File: src/rtl/if_fetch_if.sv
// Instruction-bus interface between the fetch stage and instruction memory.
// master drives req/addr, slave returns ack/rdata.
interface if_fetch_if #(
    parameter int ADDR_W = 32,
    parameter int DATA_W = 32
);
    logic              ibus_req_o;
    logic [ADDR_W-1:0] ibus_addr_o;
    logic              ibus_ack_i;
    logic [DATA_W-1:0] ibus_rdata_i;

    modport master (
        output ibus_req_o,
        output ibus_addr_o,
        input  ibus_ack_i,
        input  ibus_rdata_i
    );

    modport slave (
        input  ibus_req_o,
        input  ibus_addr_o,
        output ibus_ack_i,
        output ibus_rdata_i
    );
endinterface

File: src/rtl/if_fetch.sv
// Instruction-fetch stage: owns the PC, single-outstanding req/ack fetch.
// Ports: clk, rst (async low), stall/redirect from decode, ibus, pc/inst out.
module if_fetch #(
    parameter logic [31:0] RESET_PC = 32'h0000_0000,
    parameter int          ADDR_W   = 32,
    parameter int          DATA_W   = 32
) (
    input  logic              clk,
    input  logic              rst,
    input  logic              stall_i,
    input  logic              redirect_i,
    input  logic [ADDR_W-1:0] redirect_pc_i,
    if_fetch_if.master        ibus,
    output logic [ADDR_W-1:0] pc_o,
    output logic [DATA_W-1:0] inst_o,
    output logic              inst_valid_o
);

    typedef enum logic [1:0] {
        RESET_WAIT,
        FETCH,
        SKID,
        DROP
    } state_t;

    localparam logic [ADDR_W-1:0] PC0 = RESET_PC[ADDR_W-1:0];

    state_t            state;
    logic              req_q;
    logic [ADDR_W-1:0] addr_q;
    logic [ADDR_W-1:0] tgt_q;
    logic [ADDR_W-1:0] skid_pc;
    logic [DATA_W-1:0] skid_inst;

    logic              ack;
    logic              out_free;
    logic [ADDR_W-1:0] tgt_in;
    logic [ADDR_W-1:0] addr_nxt;

    assign ack      = req_q & ibus.ibus_ack_i;
    assign out_free = ~inst_valid_o | ~stall_i;
    assign tgt_in   = redirect_pc_i & ~ADDR_W'(3);
    assign addr_nxt = addr_q + ADDR_W'(4);

    assign ibus.ibus_req_o  = req_q;
    assign ibus.ibus_addr_o = addr_q;

    // The skid register is only ever full in SKID, so the state doubles
    // as its occupancy flag.
    always_ff @(posedge clk or negedge rst) begin
        if (!rst) begin
            state        <= RESET_WAIT;
            req_q        <= 1'b0;
            addr_q       <= PC0;
            tgt_q        <= '0;
            skid_pc      <= '0;
            skid_inst    <= '0;
            pc_o         <= '0;
            inst_o       <= '0;
            inst_valid_o <= 1'b0;
        end else begin
            unique case (state)
                RESET_WAIT: begin
                    state <= FETCH;
                    req_q <= 1'b1;
                    if (redirect_i) begin
                        addr_q       <= tgt_in;
                        inst_valid_o <= 1'b0;
                    end
                end
                FETCH: begin
                    if (redirect_i) begin
                        inst_valid_o <= 1'b0;
                        if (ack) begin
                            addr_q <= tgt_in;
                        end else begin
                            // Request in flight: address must hold
                            // until its ack, which is then discarded.
                            tgt_q <= tgt_in;
                            state <= DROP;
                        end
                    end else if (ack) begin
                        addr_q <= addr_nxt;
                        if (out_free) begin
                            pc_o         <= addr_q;
                            inst_o       <= ibus.ibus_rdata_i;
                            inst_valid_o <= 1'b1;
                        end else begin
                            skid_pc   <= addr_q;
                            skid_inst <= ibus.ibus_rdata_i;
                            req_q     <= 1'b0;
                            state     <= SKID;
                        end
                    end else if (!stall_i) begin
                        inst_valid_o <= 1'b0;
                    end
                end
                SKID: begin
                    if (redirect_i) begin
                        inst_valid_o <= 1'b0;
                        addr_q       <= tgt_in;
                        req_q        <= 1'b1;
                        state        <= FETCH;
                    end else if (!stall_i) begin
                        pc_o         <= skid_pc;
                        inst_o       <= skid_inst;
                        inst_valid_o <= 1'b1;
                        req_q        <= 1'b1;
                        state        <= FETCH;
                    end
                end
                DROP: begin
                    inst_valid_o <= 1'b0;
                    if (ack) begin
                        addr_q <= redirect_i ? tgt_in : tgt_q;
                        state  <= FETCH;
                    end else if (redirect_i) begin
                        tgt_q <= tgt_in;
                    end
                end
                default: begin
                    state <= RESET_WAIT;
                    req_q <= 1'b0;
                end
            endcase
        end
    end

endmodule

File: src/flat_wrapper.sv
// flat-port wrapper written by rule: the top's interface ports become plain ports
module if_fetch_flat 
#(
    parameter logic [31:0] RESET_PC = 32'h0000_0000,
    parameter int          ADDR_W   = 32,
    parameter int          DATA_W   = 32
)
  (clk, rst, stall_i, redirect_i, redirect_pc_i, pc_o, inst_o, inst_valid_o, ibus_ibus_req_o, ibus_ibus_addr_o, ibus_ibus_ack_i, ibus_ibus_rdata_i);
  if_fetch_if #(.ADDR_W(ADDR_W), .DATA_W(DATA_W)) ibus_i ();
  input  logic clk;
  input  logic rst;
  input  logic stall_i;
  input  logic redirect_i;
  input  logic [ADDR_W-1:0] redirect_pc_i;
  output logic [ADDR_W-1:0] pc_o;
  output logic [DATA_W-1:0] inst_o;
  output logic inst_valid_o;
  output wire logic [$bits(ibus_i.ibus_req_o)-1:0] ibus_ibus_req_o;
  output wire logic [$bits(ibus_i.ibus_addr_o)-1:0] ibus_ibus_addr_o;
  input wire logic [$bits(ibus_i.ibus_ack_i)-1:0] ibus_ibus_ack_i;
  input wire logic [$bits(ibus_i.ibus_rdata_i)-1:0] ibus_ibus_rdata_i;
  assign ibus_ibus_req_o = ibus_i.ibus_req_o;
  assign ibus_ibus_addr_o = ibus_i.ibus_addr_o;
  assign ibus_i.ibus_ack_i = ibus_ibus_ack_i;
  assign ibus_i.ibus_rdata_i = ibus_ibus_rdata_i;
  if_fetch #(.RESET_PC(RESET_PC), .ADDR_W(ADDR_W), .DATA_W(DATA_W)) u_core (.clk(clk), .rst(rst), .stall_i(stall_i), .redirect_i(redirect_i), .redirect_pc_i(redirect_pc_i), .ibus(ibus_i), .pc_o(pc_o), .inst_o(inst_o), .inst_valid_o(inst_valid_o));
endmodule
File: config.mk
export PLATFORM = sky130hd
export DESIGN_NAME = if_fetch_flat
export DESIGN_NICKNAME = d
export VERILOG_FILES = /design/src/rtl/if_fetch_if.sv /design/src/rtl/if_fetch.sv /design/src/flat_wrapper.sv
export SDC_FILE = /design/constraint.sdc
export NUM_CORES = 1
export LEC_CHECK = 0
export CORE_MARGIN = 2
export CORE_UTILIZATION = 36
export CTS_CLUSTER_SIZE = 28
export DETAILED_ROUTE_END_ITERATION = 12
export PLACE_DENSITY = 0.64
export SETUP_SLACK_MARGIN = 0.1
export SLEW_MARGIN = 20
export SYNTH_ARGS = -nofsm -noshare
export SYNTH_HDL_FRONTEND = slang
export SYNTH_SLANG_ARGS = --single-unit
File: constraint.sdc
create_clock -name clk -period 2.2 [get_ports clk]
set_input_delay 0.55 -clock clk [delete_from_list [all_inputs] [get_ports clk]]
set_output_delay 0.55 -clock clk [all_outputs]
set_load 0.02 [all_outputs]
==> flow_summary.yaml <==
run_status:
  status: "complete, no violations"
setup_path:
  max_stage_delay_ns: 0.46
  timing.rr.end: "u_core.skid_inst[6]"
  rrSetupSlack_ns: 0.18
  path_cells: "clkdlybuf4s50_1 -> buf_4 -> nand2b_1 -> buf_12 -> nor2_4 -> buf_12 -> buf_12 -> mux2_2"
  cp_num_cells: 8
  crit-reg2reg-launch: "u_core.state[1]"
  cp_data_arrival_time_ns: 2.39
  crit_buf_inv: 5
  path_common_cell: "buf_12"
  cp-end-kind: "register"
  cp_slowest_cell: "clkdlybuf4s50_1"
  worstSetupStartpointType: "primary input"
  critPathTopFamily: "buffers and inverters"
  critPathKind: "primary input to register"
  path_max_fanout: 22
  r2r_cells: 9
  critPathRequiredTime_ns: 2.52
synthesis:
  synth-compound-area-share: 0.138
  syn_area_mm2: 0.00902
  synth-seq-area-share: 0.544
  async_flop_share: 1.00
  synth_warnings: 0
  syn_inst: 782
  synth_edf_count: 0
  synth-main-ff-cell: "dfrtp_1"
  ys_types: 57
  syn_nets: 856
  avgSynthCellArea_um2: 11.5
  synthAdderAreaFrac: 0.00694
  synth_seq_cells: 196
  muxShareOfSynthArea: 0.191
  synth_xor_area_frac: 0.000971
  synth-simple-area-share: 0.0874
  synth_top_family_by_area: "multiplexers"
layout:
  multi_input_area_mm2: 0.00389
  area_growth_pct: 35.2
  regArea_mm2: 0.00491
  antennaDiodeCount: 0
  final_common_cell: "dfrtp_1"
  n_fill_cell: 2213
  instances_no_fill: 1312
  nNetsFinal: 1049
  layout-drive-gt1-share: 0.220
  final_cell_mix: "191 x dfrtp_1, 136 x clkdlybuf4s50_1, 95 x mux2_2, 80 x nor2_1, 79 x a21oi_1"
  fin_area_mm2: 0.0122
global_route:
  grt_pass1_wl_mm: 36.7
  grt_start_max_net_pins: 67
  overflow: 0
  grt_use_total: 0.177
  antenna_found_initial: 0
  grt_pass1_vias: 6623
placed_design:
  pre_cts_ws_ns: -0.370
  dp_cells: 1277
  portBuffers: 164
  dp_hpwl_mm: 16.0
  placed_cell_area_mm2: 0.0115
  place_congestion: 0.854
clock_tree:
  cts_tree: "done"
  cts_root_buffer: "clkbuf_16"
  clk_pin_slew_ns: 0.08
  cts_buffers: 17
  clockBufferDepth: 2
  clock_latency_ns: 0.44
  cts_sinks: 196
  cts_hold_buf: 0
  htree_num_levels: 4
sta:
  rsz0062_at_grt: "yes"
  finalMaxSlewViolations: 0
  period_share: 0.941
  fin_skew_ns: 0.0122
  fin_crit_ns: 2.07
  clock.fmax_mhz: 483
  relSlewSlack: 0.525
  finalSetupViolations: 0
  worst_slew_pin_slew_ns: 0.712
  tns_ns: 0
  setup_ws_ns: 0.131
  finalHoldViolCount: 0
die:
  initial_core_util: 0.369
  die_width_um: 162
  row_count: 57
  core-area_mm2: 0.0245
  die_y_um: 162
  dieArea_mm2: 0.0263
  ios: 167
drt:
  viasPerCell: 5.26
  wl_met3_mm: 1.17
  drt_iter0_drc: 631
  avgRoutedWirePerCell_um: 17.8
  drc_errors: 0
  maxUsedRoutingLayer: "met4"
  dr.pass1.iters: 5
  dr_wl_met2_mm: 10.7
  wl_met1_mm: 11.3
  postRouteAntennaNets: 0
  drt-total-wl_mm: 23.4
  num_vias: 6895
power_and_ir_drop:
  leakage_nw: 5.23
  pwr_density_cell_mw_per_mm2: 1400
  total_power_mw: 17.1
  vdd.ir_drop.worst_mv: 0.584
min_path:
  hold_class: "primary input to async pin"
run:
  maxCapViolCount: 0
-- metrics by stage --
stage,util,hold WS (ns)
5_1_grt,0.498,0.0411
6_report,0.498,0.0302
2_1_floorplan,-,0.254
3_3_place_gp,0.470,0.480
3_5_place_dp,0.471,0.474
4_1_cts,0.494,0.0388
-- worst register-to-register path: stages, from the launching register on --
cell and delay (ns):
dfrtp_1 0.40, inv_1 0.08, ha_2 0.21, buf_6 0.15, nand2b_1 0.10, buf_12 0.15
nor2_4 0.13, buf_12 0.14, buf_12 0.18, mux2_2 0.36
-- cells in the mapped netlist (all sizes together) (2+ instances only) --
master | n | area, um2
o2bb2ai | 4 | 35.0
clkbuf | 26 | 97.6
o31ai | 2 | 15.0
mux2 | 95 | 1070
a221oi | 9 | 78.8
buf | 31 | 160
o41a | 2 | 22.5
a222oi | 11 | 110
a22o | 5 | 43.8
o41ai | 4 | 42.6
o21ai | 46 | 230
and2 | 5 | 31.3
a22oi | 9 | 67.6
nand2b | 2 | 12.5
nor4 | 6 | 73.8
nand4 | 4 | 25.0
dfrtp | 196 | 4900
a21boi | 2 | 15.0
a21oi | 79 | 395
a32o | 2 | 20.0
nor3 | 8 | 45.0
ha | 5 | 62.6
o31a | 6 | 52.6
nand3 | 11 | 72.6
nor2 | 82 | 310
nand2 | 20 | 75.1
o22a | 2 | 17.5
mux2i | 65 | 651
nor2b | 5 | 31.3
inv | 8 | 30.0
a31oi | 5 | 31.3
and3 | 5 | 31.3
nor3b | 2 | 15.0
o22ai | 4 | 25.0
and4 | 3 | 26.3
-- timing repair --
| item | 4_1_cts | 5_1_grt |
|---|---|---|
| cloned | 0 | 2 |
| resized for setup | 29 | 11 |
| pin swaps | 0 | 0 |
| setup endpoints to repair | 26 | 75 |
| buffers inserted | 0 | 1 |
-- state kept, by name, summed over array words and instances, names as in the netlist --
name                     flops
u_core.tgt_q                32
u_core.pc_o                 32
u_core.inst_valid_o          1
u_core.ibus.ibus_req_o       1
u_core.skid_inst            32
u_core.ibus.ibus_addr_o     32
u_core.skid_pc              32
u_core.inst_o               32
u_core.state                 2
-- routing by layer --
layer / up-vias / GRT usage
met3: 16 / 0.0347
met2: 203 / 0.274
li1: 3264 / -
met1: 3412 / 0.257
met4: 0 / 0.0410
met5: - / 0
-- cell families after synthesis --
group                    after synthesis
AO/OA/AOI/OAI                        197
flip-flops                           196
multiplexers                         160
AND/OR/NAND/NOR                      158
buffers and inverters                 65
adder cells (fa/ha/maj)                5
XOR/XNOR                               1
-- how the worst max path moves through the flow --
stage	start	to	slack, ns
after floorplan	u_core.ibus.ibus_addr_o[2]	u_core.ibus.ibus_addr_o[30]	0.17
after global placement	redirect_i	u_core.ibus.ibus_addr_o[20]	-0.75
after detailed placement	redirect_i	u_core.ibus.ibus_addr_o[10]	-0.37
after CTS	u_core.ibus.ibus_addr_o[13]	ibus_ibus_addr_o[13]	0.03
after global routing	u_core.state[1]	u_core.skid_inst[10]	0.09
final	redirect_i	u_core.skid_inst[6]	0.13
-- layout make-up --
| type | count | share of cell area |
|---|---|---|
| clock buffers | 19 | 0.0363 |
| clock inverters | 13 | 0.0115 |
| inverters | 8 | 0.00246 |
| multi-input cells | 521 | 0.319 |
| flip-flops and latches | 196 | 0.403 |
| well taps | 324 | 0.0333 |
| repair buffers | 231 | 0.194 |
-- power breakdown --
| part | total, mW | internal [mW] | switching [mW] |
|---|---|---|---|
| Sequential | 6.24 | 5.20 | 1.04 |
| Combinational | 7.73 | 3.75 | 3.97 |
| Clock | 3.08 | 1.55 | 1.53 |
| Total | 17.1 | 10.5 | 6.55 |
No activity file was read; power rests on OpenSTA's default activity.
